### config.mk
export PLATFORM = sky130hd
export DESIGN_NAME = muldiv_unit
export DESIGN_NICKNAME = d
export VERILOG_FILES = /design/src/rtl/muldiv_unit_pkg.sv /design/src/rtl/muldiv_unit.sv
export SDC_FILE = /design/constraint.sdc
export NUM_CORES = 1
export LEC_CHECK = 0
export CORE_MARGIN = 1.5
export CORE_UTILIZATION = 45
export DETAILED_ROUTE_END_ITERATION = 7
export SLEW_MARGIN = 40
export SYNTH_ARGS = -nofsm -noshare
export SYNTH_HDL_FRONTEND = slang
export SYNTH_SLANG_ARGS = --single-unit
### constraint.sdc
create_clock -name clock -period 25.7 [get_ports clock]
set_clock_uncertainty 0.1 [all_clocks]
set_input_delay 5.14 -clock clock [delete_from_list [all_inputs] [get_ports clock]]
set_output_delay 5.14 -clock clock [all_outputs]
set_load 0.005 [all_outputs]
### src/rtl/muldiv_unit_pkg.sv
// Shared operation codes and funct encodings for the iterative multiply/divide unit.
package muldiv_unit_pkg;

   localparam int unsigned MD_DEFAULT_WIDTH = 32;

   typedef enum logic [1:0] {
      MD_MULT  = 2'b00,
      MD_MULTU = 2'b01,
      MD_DIV   = 2'b10,
      MD_DIVU  = 2'b11
   } md_op_e;

   // R-type funct fields that decode steers to this unit.
   localparam logic [5:0] MULT_FUNCT  = 6'b011000;
   localparam logic [5:0] MULTU_FUNCT = 6'b011001;
   localparam logic [5:0] DIV_FUNCT   = 6'b011010;
   localparam logic [5:0] DIVU_FUNCT  = 6'b011011;
   localparam logic [5:0] MFHI_FUNCT  = 6'b010000;
   localparam logic [5:0] MTHI_FUNCT  = 6'b010001;
   localparam logic [5:0] MFLO_FUNCT  = 6'b010010;
   localparam logic [5:0] MTLO_FUNCT  = 6'b010011;

   function automatic logic isSigned(input md_op_e op);
      return (op == MD_MULT) || (op == MD_DIV);
   endfunction

   function automatic logic isDivide(input md_op_e op);
      return (op == MD_DIV) || (op == MD_DIVU);
   endfunction

endpackage

### src/rtl/muldiv_unit.sv
// Iterative MULT/MULTU/DIV/DIVU unit holding HI/LO; works on operand magnitudes and
// fixes signs in one final cycle, so latency is always DATA_WIDTH+1 edges.
module muldiv_unit
   import muldiv_unit_pkg::*;
#(
   parameter int unsigned DATA_WIDTH = MD_DEFAULT_WIDTH
) (
   input  logic                  clock,
   input  logic                  reset,
   input  logic                  start,
   input  logic [1:0]            md_op,
   input  logic [DATA_WIDTH-1:0] operand_a,
   input  logic [DATA_WIDTH-1:0] operand_b,
   input  logic                  hi_write,
   input  logic                  lo_write,
   output logic                  busy,
   output logic                  done,
   output logic [DATA_WIDTH-1:0] hi,
   output logic [DATA_WIDTH-1:0] lo
);

   localparam int unsigned W  = DATA_WIDTH;
   localparam int unsigned CW = $clog2(DATA_WIDTH);

   typedef enum logic [1:0] {IDLE, CALC, FIX} state_e;

   state_e          state_q;
   md_op_e          op_q;
   logic [CW-1:0]   count_q;
   logic [2*W-1:0]  acc_q, acc_d, product_d;
   logic [W-1:0]    aMag_q, bMag_q, aOrig_q, hi_q, lo_q;
   logic [W-1:0]    aMag_d, bMag_d, aShift_d, bShift_d, hi_d, lo_d, quot_d, rem_d;
   logic [W:0]      trial_d;
   logic            signQuot_q, signRem_q, busy_q, done_q;
   logic            startSigned_d;

   always_comb begin
      startSigned_d = isSigned(md_op_e'(md_op));
      aMag_d = (startSigned_d && operand_a[W-1]) ? -operand_a : operand_a;
      bMag_d = (startSigned_d && operand_b[W-1]) ? -operand_b : operand_b;
   end

   // One radix-2 step: MSB-first shift-add for multiply, restoring step for divide.
   always_comb begin
      acc_d    = acc_q;
      aShift_d = aMag_q;
      bShift_d = bMag_q;
      trial_d  = '0;
      if (isDivide(op_q)) begin
         trial_d = {acc_q[2*W-1:W], aMag_q[W-1]} - {1'b0, bMag_q};
         if (!trial_d[W])
            acc_d = {trial_d[W-1:0], acc_q[W-2:0], 1'b1};
         else
            acc_d = {acc_q[2*W-2:W], aMag_q[W-1], acc_q[W-2:0], 1'b0};
         aShift_d = aMag_q << 1;
      end else begin
         acc_d    = (acc_q << 1) + (bMag_q[W-1] ? {{W{1'b0}}, aMag_q} : '0);
         bShift_d = bMag_q << 1;
      end
   end

   // Sign restoration; the -2^(W-1)/-1 case wraps back to 0x80.. through negation.
   always_comb begin
      product_d = (isSigned(op_q) && signQuot_q) ? -acc_q : acc_q;
      quot_d    = (isSigned(op_q) && signQuot_q) ? -acc_q[W-1:0] : acc_q[W-1:0];
      rem_d     = (isSigned(op_q) && signRem_q) ? -acc_q[2*W-1:W] : acc_q[2*W-1:W];
      if (isDivide(op_q)) begin
         if (bMag_q == '0) begin
            hi_d = aOrig_q;
            lo_d = '1;
         end else begin
            hi_d = rem_d;
            lo_d = quot_d;
         end
      end else begin
         hi_d = product_d[2*W-1:W];
         lo_d = product_d[W-1:0];
      end
   end

   always_ff @(posedge clock or posedge reset) begin
      if (reset) begin
         state_q    <= IDLE;
         op_q       <= MD_MULT;
         count_q    <= '0;
         acc_q      <= '0;
         aMag_q     <= '0;
         bMag_q     <= '0;
         aOrig_q    <= '0;
         hi_q       <= '0;
         lo_q       <= '0;
         signQuot_q <= 1'b0;
         signRem_q  <= 1'b0;
         busy_q     <= 1'b0;
         done_q     <= 1'b0;
      end else begin
         done_q <= 1'b0;
         case (state_q)
            IDLE: begin
               if (hi_write) hi_q <= operand_a;
               if (lo_write) lo_q <= operand_a;
               if (start) begin
                  state_q    <= CALC;
                  op_q       <= md_op_e'(md_op);
                  aMag_q     <= aMag_d;
                  bMag_q     <= bMag_d;
                  aOrig_q    <= operand_a;
                  signQuot_q <= operand_a[W-1] ^ operand_b[W-1];
                  signRem_q  <= operand_a[W-1];
                  acc_q      <= '0;
                  count_q    <= '0;
                  busy_q     <= 1'b1;
               end
            end
            CALC: begin
               acc_q   <= acc_d;
               aMag_q  <= aShift_d;
               bMag_q  <= bShift_d;
               count_q <= count_q + 1'b1;
               if (count_q == CW'(W - 1)) state_q <= FIX;
            end
            FIX: begin
               hi_q    <= hi_d;
               lo_q    <= lo_d;
               busy_q  <= 1'b0;
               done_q  <= 1'b1;
               state_q <= IDLE;
            end
            default: state_q <= IDLE;
         endcase
      end
   end

   assign busy = busy_q;
   assign done = done_q;
   assign hi   = hi_q;
   assign lo   = lo_q;

endmodule

==> flow_metrics.py <==
metrics = {
    "yosys": {
        "synth_top_family_by_area": "compound AO/OA/AOI/OAI gates",
        "muxShareOfSynthArea_pct": 0.924,
        "synthesis.area_sq_um": 18700,
        "yosysTopAreaCellShare_pct": 31.6,
        "synthesis.nets": 2565,
        "synth_warnings": 0,
        "synth_xor_area_share_pct": 9.09,
        "synth_flop_cell": "dfrtp_1",
        "avgSynthCellArea_sq_um": 7.71,
        "synth_top_area_cell": "dfrtp_1",
        "synth-adder-area-share_pct": 4.90,
        "ys_seq_area_share_pct": 31.6,
        "syn_inst": 2422,
        "synth-simple-area-share_pct": 21.8,
        "synth_compound_area_share_pct": 26.5,
        "async_reset_ff_share_pct": 100,
        "netlist_top_cells_area": "dfrtp_1 (32%), nand2_1 (6.6%), o21ai_0 (6.1%)",
        "synth_seq_cells": 236,
        "synth_edf_count": 0,
        "ys_types": 88,
    },
    "floorplan": {
        "io_pins": 137,
        "die_w_um": 207,
        "dieArea_sq_um": 42800,
        "core-area_sq_um": 40900,
        "start_util_pct": 45.7,
        "die_y_um": 207,
        "row_count": 74,
    },
    "clock_network": {
        "cts.sink_count": 236,
        "clock_path_buffers": 3,
        "cts_root_buffer": "clkbuf_16",
        "ctsResizeCount": 0,
        "clk_pin_slew_ps": 70,
        "ctsHoldBuffers": 0,
        "cts_tree": "built",
        "numCtsBuffers": 29,
        "insertion_delay_ps": 570,
        "post_cts_buffers": 0,
        "cts-htree-levels": 1,
    },
    "sta": {
        "finalHoldViolations": 0,
        "relSlewSlack_pct": 43.4,
        "maxClockFrequency_mhz": 123,
        "period_share_pct": 31.7,
        "min_period_ps": 8140,
        "setup_violations": 0,
        "tightest_slew_ps": 849,
        "finalSetupTns_ps": 0,
        "grt_setup_unrepaired": "no",
        "slew_violations": 0,
        "holdWs_ps": 371,
    },
    "place": {
        "numPortBuffers": 136,
        "dpl.hpwl_um": 50300,
        "place.gp.congestion": 0.936,
    },
    "setup_path": {
        "cp_max_fo": 6,
        "required_ps": 26090,
        "path_class": "in -> reg",
        "cp-start-kind": "input pin",
        "end_kind": "flip-flop",
        "arrival_ps": 8530,
    },
    "drt": {
        "drtAntennaViolNets": 0,
        "vias_per_cell": 6.26,
        "top_layer": "met4",
        "met3_length_um": 5870,
        "wl_per_cell_um": 22.8,
        "dr.pass1.iters": 6,
        "drc": 0,
        "m1WireLength_um": 31700,
        "drtIter0Drc": 1923,
        "num_vias": 18737,
        "drt_wl_total_um": 68400,
        "wl_met2_um": 28800,
    },
    "global_route": {
        "first_global_vias": 17122,
        "grt_pass1_wl_um": 104000,
        "grt_start_max_net_pins": 97,
        "grt_use_total_pct": 31.6,
        "grt_overflow": 0,
        "antenna_found_initial": 0,
    },
    "cells_and_area": {
        "final_core_util_pct": 52.3,
        "syn_to_final_growth_pct": 14.5,
        "nNetsFinal": 2586,
        "num-fill-cells": 3958,
        "diodes": 0,
        "drive_gt1_share_pct": 5.77,
    },
    "run_status": {
        "outcome": "finished clean",
    },
    "power_and_ir_drop": {
        "p_leak_uw": 0.00897,
        "powerDensity_nw_per_um2": 145,
        "vdd_ir_drop_max_mv": 0.0821,
    },
    "flow_run": {
        "drv_cap": 0,
    },
    "hold_path": {
        "hold_class": "reg -> reg",
    },
}
layout make-up:
type	count	area [sq um]	area share [%]
Multi-Input combinational cell	1936	11900	55.6
Inverter	67	259	1.21
Sequential cell	236	5910	27.6
Timing Repair Buffer	173	1690	7.89
Tap cell	532	666	3.11
Clock buffer	36	772	3.61
Clock inverter	15	205	0.959
flip-flops by register name, indices dropped and copies added (netlist names):
name and cells:
aMag_q 32, aOrig_q 32, acc_q 64, bMag_q 32, busy 1, count_q 5, done 1, hi 32
lo 32, op_q 2, signQuot_q 1, state_q 2
through the flow:
stage / worst slack (ps) / power (uW) / instances / cell area (sq um)
final: 17560 / 3110 / 2995 / 21400
after global routing: 17220 / 3340 / 2995 / 21400
after CTS: 17680 / 3070 / 2995 / 21400
after detailed placement: 17060 / 2630 / 2944 / 20400
after global placement: 17150 / 2590 / 2942 / 20300
after floorplan: 13990 / 2020 / 2422 / 18700
power by group:
| part | switching, uW | internal (uW) |
|---|---|---|
| sequential | 253 | 546 |
| combinational | 1110 | 760 |
| clock | 172 | 261 |
final timing paths:
path                                    from           to  slack, ps  cells past startpoint
worst max register to register    bMag_q[31]    acc_q[51]      21220                     13
worst min register to register   aOrig_q[16]  aOrig_q[16]        370                      2
worst min-delay path             aOrig_q[16]  aOrig_q[16]        370                      2
worst max-delay path            operand_a[4]   aMag_q[30]      17560                     10
min in group asynchronous              reset   aOrig_q[4]       4960                      2
max in group asynchronous              reset   state_q[0]      18740                      4
logic make-up (layout without fill, tap and decap cells):
family,count (synthesis),count (layout)
compound gates,794,794
xor+xnor,194,194
fa+ha+maj,72,72
buf+inv,250,291
flops,236,236
mux,17,17
simple gates,859,859
cells in the final DEF, fill, tap and decap left out, drive strengths merged, types with 11 or more instances in the layout:
cell type / synthesis / routed
xnor2: 89 / 89
or4: 13 / 13
xor2: 105 / 105
or2: 11 / 11
a21oi: 210 / 210
nor3: 45 / 45
clkdlybuf4s50: 0 / 136
nand4: 25 / 25
clkbuf: 156 / 36
a221o: 13 / 13
o211ai: 46 / 46
mux2i: 15 / 15
o31ai: 25 / 25
a211oi: 20 / 20
buf: 27 / 37
a21o: 31 / 31
nand2: 327 / 327
o21a: 14 / 14
o21ai: 235 / 235
a22oi: 12 / 12
and2: 44 / 44
inv: 67 / 67
a31oi: 31 / 31
o41ai: 11 / 11
nand2b: 18 / 18
dfrtp: 236 / 236
nor4: 33 / 33
and3: 36 / 36
or3: 29 / 29
ha: 70 / 70
o22ai: 53 / 53
nor2: 191 / 191
a221oi: 19 / 19
nand3: 62 / 62
critical path, cell delays in order:
cell and delay (ps):
clkdlybuf4s50_1 630, nor4_1 610, nand3_1 240, nor3_1 510, nand2_1 230, o41ai_2 500, o21ai_0 220, xor2_1 170
nand2_1 70, a31oi_1 190
cell usage after synthesis, drive strengths merged (33+ instances only):
| master | count |
|---|---|
| inv | 67 |
| o22ai | 53 |
| and3 | 36 |
| and2 | 44 |
| nor3 | 45 |
| clkbuf | 156 |
| xnor2 | 89 |
| nand2 | 327 |
| ha | 70 |
| o211ai | 46 |
| a21oi | 210 |
| o21ai | 235 |
| dfrtp | 236 |
| nor2 | 191 |
| nand3 | 62 |
| nor4 | 33 |
| xor2 | 105 |
per-layer routing:
metal	global-route usage (%)	vias to the layer above
met3	3.97	101
met4	10.0	0
met5	0	-
li1	-	8785
met2	47.0	875
met1	47.4	8976
Power figures use the tool's default switching activity.
